$ cat config.mk
export PLATFORM = sky130hd
export DESIGN_NAME = fir_fold_sched_flat
export DESIGN_NICKNAME = d
export VERILOG_FILES = /design/src/rtl/fir_fold_sched_if.sv /design/src/rtl/fir_fold_sched.sv /design/src/flat_wrapper.sv
export SDC_FILE = /design/constraint.sdc
export NUM_CORES = 1
export LEC_CHECK = 0
export CORE_MARGIN = 2
export CORE_UTILIZATION = 55
export DETAILED_ROUTE_END_ITERATION = 7
export GPL_TIMING_DRIVEN = 0
export PLACE_DENSITY = 0.76
export RECOVER_POWER = 50
export SYNTH_ARGS = -nofsm -noshare
export SYNTH_HDL_FRONTEND = slang
export SYNTH_SLANG_ARGS = --single-unit
$ cat constraint.sdc
create_clock -name clk -period 9.4 [get_ports clk]
set_input_delay 0.94 -clock clk [delete_from_list [all_inputs] [get_ports clk]]
set_output_delay 0.94 -clock clk [all_outputs]
set_load 0.01 [all_outputs]
$ cat src/rtl/fir_fold_sched_if.sv
`default_nettype none
// ============================================================================
// Module : fir_fold_sched_if
// Brief  : Sample/result valid-ready streams, coefficient config port and
//          busy status for the folded 6-tap FIR scheduler.
// Rev    : 1.0  initial release
// ============================================================================
interface fir_fold_sched_if #(
  parameter int DW = 16,
  parameter int CW = 3,
  parameter int OW = 19,
  parameter int AW = 3
);
  logic          in_valid;
  logic          in_ready;
  logic [DW-1:0] in_data;
  logic          out_valid;
  logic          out_ready;
  logic [OW-1:0] out_data;
  logic          coef_we;
  logic [AW-1:0] coef_addr;
  logic [CW-1:0] coef_wdata;
  logic          busy;

  // Scheduler side
  modport slave (
    input  in_valid, in_data, out_ready, coef_we, coef_addr, coef_wdata,
    output in_ready, out_valid, out_data, busy
  );

  // Producer / consumer / configuration side
  modport master (
    output in_valid, in_data, out_ready, coef_we, coef_addr, coef_wdata,
    input  in_ready, out_valid, out_data, busy
  );
endinterface
`default_nettype wire

$ cat src/rtl/fir_fold_sched.sv
`default_nettype none
// ============================================================================
// Module : fir_fold_sched
// Brief  : Folded 6-tap FIR. One multiplier and one accumulator are shared
//          across all taps, one tap per clock, with programmable coefficients.
// Rev    : 1.0  initial release
// ============================================================================
module fir_fold_sched #(
  parameter int TAPS = 6,
  parameter int DW   = 16,
  parameter int CW   = 3,
  parameter int OW   = 19,
  parameter int AW   = 3
) (
  input  wire logic        clk,
  input  wire logic        rst,   // asynchronous, active-low
  fir_fold_sched_if.slave  bus
);

  typedef enum logic [1:0] {
    IDLE = 2'd0,
    MAC  = 2'd1,
    HOLD = 2'd2
  } state_t;

  localparam logic [AW-1:0] LAST_TAP = AW'(TAPS - 1);
  localparam logic [AW-1:0] NUM_TAPS = AW'(TAPS);

  // Coefficient values restored by reset
  function automatic logic [CW-1:0] coef_init(input int k);
    case (k)
      0, 1:    return CW'(3);
      2, 3:    return CW'(2);
      default: return CW'(1);
    endcase
  endfunction

  state_t        state;
  logic [AW-1:0] idx;
  logic [OW-1:0] acc;
  logic [DW-1:0] hist [TAPS];
  logic [CW-1:0] coef [TAPS];
  logic          res_valid;
  logic [OW-1:0] res_data;

  logic [OW-1:0] product;
  logic [OW-1:0] sum;

  // Shared multiply-accumulate datapath for the currently selected tap
  always_comb begin
    product = OW'(hist[idx]) * OW'(coef[idx]);
    sum     = acc + product;   // wraps modulo 2^OW by construction
  end

  // Scheduler FSM: accept sample, run one tap per clock, hold result
  always_ff @(posedge clk or negedge rst) begin
    if (!rst) begin
      state     <= IDLE;
      idx       <= '0;
      acc       <= '0;
      res_valid <= 1'b0;
      res_data  <= '0;
      for (int k = 0; k < TAPS; k++) begin
        hist[k] <= '0;
        coef[k] <= coef_init(k);
      end
    end else begin
      // Config writes land on the same edge as a sample accept, so the new
      // coefficient is already in place for that sample's first tap.
      if (state == IDLE && bus.coef_we && bus.coef_addr < NUM_TAPS) begin
        coef[bus.coef_addr] <= bus.coef_wdata;
      end

      case (state)
        IDLE: begin
          if (bus.in_valid) begin
            hist[0] <= bus.in_data;
            for (int k = 1; k < TAPS; k++) begin
              hist[k] <= hist[k-1];
            end
            acc   <= '0;
            idx   <= '0;
            state <= MAC;
          end
        end
        MAC: begin
          if (idx == LAST_TAP) begin
            res_data  <= sum;
            res_valid <= 1'b1;
            idx       <= '0;
            state     <= HOLD;
          end else begin
            acc <= sum;
            idx <= idx + AW'(1);
          end
        end
        HOLD: begin
          if (bus.out_ready) begin
            res_valid <= 1'b0;
            state     <= IDLE;
          end
        end
        default: state <= IDLE;
      endcase
    end
  end

  // in_ready is gated by reset so it stays low while reset is held
  assign bus.in_ready  = rst && (state == IDLE);
  assign bus.out_valid = res_valid;
  assign bus.out_data  = res_data;
  assign bus.busy      = (state == MAC) || (state == HOLD);

endmodule
`default_nettype wire

$ cat src/flat_wrapper.sv
// flat-port wrapper written by rule: the top's interface ports become plain ports
module fir_fold_sched_flat 
#(
  parameter int TAPS = 6,
  parameter int DW   = 16,
  parameter int CW   = 3,
  parameter int OW   = 19,
  parameter int AW   = 3
)
  (clk, rst, bus_in_valid, bus_in_data, bus_out_ready, bus_coef_we, bus_coef_addr, bus_coef_wdata, bus_in_ready, bus_out_valid, bus_out_data, bus_busy);
  fir_fold_sched_if #(.DW(DW), .CW(CW), .OW(OW), .AW(AW)) bus_i ();
  input  wire logic clk;
  input  wire logic rst;
  input wire logic [$bits(bus_i.in_valid)-1:0] bus_in_valid;
  input wire logic [$bits(bus_i.in_data)-1:0] bus_in_data;
  input wire logic [$bits(bus_i.out_ready)-1:0] bus_out_ready;
  input wire logic [$bits(bus_i.coef_we)-1:0] bus_coef_we;
  input wire logic [$bits(bus_i.coef_addr)-1:0] bus_coef_addr;
  input wire logic [$bits(bus_i.coef_wdata)-1:0] bus_coef_wdata;
  output wire logic [$bits(bus_i.in_ready)-1:0] bus_in_ready;
  output wire logic [$bits(bus_i.out_valid)-1:0] bus_out_valid;
  output wire logic [$bits(bus_i.out_data)-1:0] bus_out_data;
  output wire logic [$bits(bus_i.busy)-1:0] bus_busy;
  assign bus_i.in_valid = bus_in_valid;
  assign bus_i.in_data = bus_in_data;
  assign bus_i.out_ready = bus_out_ready;
  assign bus_i.coef_we = bus_coef_we;
  assign bus_i.coef_addr = bus_coef_addr;
  assign bus_i.coef_wdata = bus_coef_wdata;
  assign bus_in_ready = bus_i.in_ready;
  assign bus_out_valid = bus_i.out_valid;
  assign bus_out_data = bus_i.out_data;
  assign bus_busy = bus_i.busy;
  fir_fold_sched #(.TAPS(TAPS), .DW(DW), .CW(CW), .OW(OW), .AW(AW)) u_core (.clk(clk), .rst(rst), .bus(bus_i));
endmodule
==> impl_metrics.toml <==
[floorplan]
num_io_pins = 49
die_area_sq_um = 17000
core_area_sq_um = 15800
chipWidth_um = 130
die_y_um = 130
rows = 46
initial_core_util_pct = 55.7

[clocking]
cts_setup_buffers = 0
clk_latency_ns = 0.44
root_buffer = "clkbuf_16"
clk_path_buf_depth = 2
clkSinkCount = 158
cts_tree = "built"
clk_pin_slew_ns = 0.07
holdBufCountCts = 0
cts-buffers-inserted = 17
ctsHtreeMaxLevel = 4
cts_resized = 0

[logic_synthesis]
async_flop_share_pct = 100
ys_seq_elements = 158
ys_seq_area_share_pct = 45.1
ys_warn_count = 0
synth.net_count = 803
synth_edf_count = 0
synth_cell_type_count = 49
syn_inst = 721
synth_area_per_cell_sq_um = 12.2
syn_area_sq_um = 8780
synth_ff_type = "dfrtp_1"

[placement]
place_congestion = 0.925
pre_cts_ws_ns = 3.74
dp_hpwl_mm = 13.5
io_buffer_count = 48

[route]
ant_nets = 0
firstDrtPassIters = 4
vias = 5748
avgRoutedWirePerCell_um = 18.1
drc = 0
routed_wl_mm = 18.4
drt_iter0_drc = 299
vias_per_cell = 5.65

[sta]
hold_violations = 0
period_share_pct = 61.3
finalSetupViolations = 0
skew_ns = 0.0128
worst_hold_slack_ns = 0.486
clock.fmax_mhz = 174
relSlewSlack_pct = -183
finalMaxSlewViolations = 79
rsz0062_at_grt = "no"
period_minus_slack_ns = 5.76
layout_setup_ws_ns = 3.64
tightest_slew_ns = 4.24
tns_ns = 0

[cells_and_area]
diodes = 0
final_cell_mix = "150 x mux2_2, 150 x dfrtp_1, 65 x inv_1, 63 x nor2_1, 46 x clkdlybuf4s50_1"
ff_latch_area_sq_um = 3960
areaGrowthSynthToFinish_pct = 15.1
multi_input_area_sq_um = 4440
drive_gt1_share_pct = 29.1
final_nets = 871
fillers = 1206

[worst_setup_path]
crit_type = "primary input to output pin"
r2r.worst_path.cells = 18
cp_slowest_cell = "clkbuf_1"
worst-path-max-fanout = 79
r2r-end = "u_core.bus.out_data[17]$_DFFE_PN0P_"
crit_path_start_kind = "primary input"
crit_chain = "clkbuf_1 > and2_1 > clkdlybuf4s50_1"
r2r-start = "u_core.idx[0]$_DFFE_PN0P_"
endpoint_kind = "output pin"
regToRegSetupSlack_ns = 3.69
required_ns = 8.46
cp_top_family = "buffers and inverters"
arrival_ns = 4.82
cp_num_buf_inv = 2
cpPeakStageDelay_ns = 2.93

[job]
max_cap_viol_count = 1

[grt]
grt-ovfl-total = 0
grt_pass1_vias = 6014
grt_pass1_wl_mm = 30.6
antenna_found_initial = 0
track_usage_pct = 23.6
grt_max_degree = 82

[hold_path]
min_to = "u_core.bus.out_valid$_DFFE_PN0P_"
min_path_type = "register to register"
min_path_cells = 2
hold_path_startpoint = "u_core.bus.out_valid$_DFFE_PN0P_"

[outcome]
violations = "capacitance limit, slew limit"
status = "finished with violations"
==> cells by family after synthesis <==
group,after synthesis,share of synthesized area [%]
adders and majority gates,55,10.5
and+or+nand+nor,137,7.02
buffers and inverters,96,4.30
xor gates and xnor gates,15,1.65
AOI/OAI and AO/OA,90,7.17
muxes,170,24.2
DFF,158,45.1
==> synthesized netlist by cell type (3+ instances only) <==
cell	count	area [sq um]
dfrtp_1	150	3750
mux2_2	150	1690
inv_1	65	244
nor2_1	63	236
nand2_1	33	124
fa_1	31	621
ha_1	24	300
a21oi_1	22	110
a22oi_1	19	143
mux4_2	19	428
o21ai_0	15	75.1
a22o_1	14	123
buf_2	11	55.1
clkbuf_1	10	37.5
nand3_1	10	50.1
buf_1	9	33.8
xnor2_1	9	78.8
dfstp_2	8	210
nor3_1	5	25.0
xor2_1	5	43.8
nor2b_1	4	25.0
or2_2	4	25.0
a211oi_1	3	22.5
nand2b_1	3	18.8
o21a_1	3	22.5
==> sequential cells by signal (all words and copies together) (netlist names) <==
| register | count |
|---|---|
| u_core.state | 2 |
| u_core.bus.out_valid | 1 |
| u_core.idx | 3 |
| u_core.acc | 19 |
| u_core.coef | 18 |
| u_core.bus.out_data | 19 |
| u_core.hist | 96 |
==> cell type report <==
class / instances / area share [%]
buffer: 31 / 1.32
clock buffer: 18 / 4.25
clock inverter: 14 / 1.24
inverter: 65 / 2.41
multi-input combinational: 467 / 43.9
sequential: 158 / 39.2
tap: 216 / 2.67
timing repair buffer: 49 / 4.96
==> tightest hold or removal path: stages (launching register included) <==
cell,delay (ns)
dfrtp_1,0.34
nand2_1,0.04
o21ai_0,0.06
==> worst max-delay path by stage <==
stage                                    startpoint                                   to  cells after the start
after detailed placement  u_core.idx[0]$_DFFE_PN0P_  u_core.bus.out_data[17]$_DFFE_PN0P_                     18
after floorplan           u_core.idx[0]$_DFFE_PN0P_  u_core.bus.out_data[16]$_DFFE_PN0P_                     18
final                                           rst                         bus_in_ready                      3
after global placement                          rst                         bus_in_ready                      3
after CTS                 u_core.idx[0]$_DFFE_PN0P_  u_core.bus.out_data[17]$_DFFE_PN0P_                     18
after global routing                            rst                         bus_in_ready                      3
==> metrics by stage <==
step	area (sq um)	instances	util (%)
2_1_floorplan	8780	721	-
3_3_place_gp	9530	985	60.4
3_5_place_dp	9560	986	60.6
4_1_cts	10100	1018	64.1
5_1_grt	10100	1018	64.1
6_report	10100	1018	64.1
==> metal layers <==
metal	vias up	track usage (%)	wire length, um
li1	2654	-	-
met1	2952	30.9	8200
met2	117	39.1	9220
met3	25	4.47	696
met4	0	9.76	317
met5	-	0	0
Power is not shown: default switching activity piles up to over one toggle a cycle in this logic, so the estimate is an artifact.
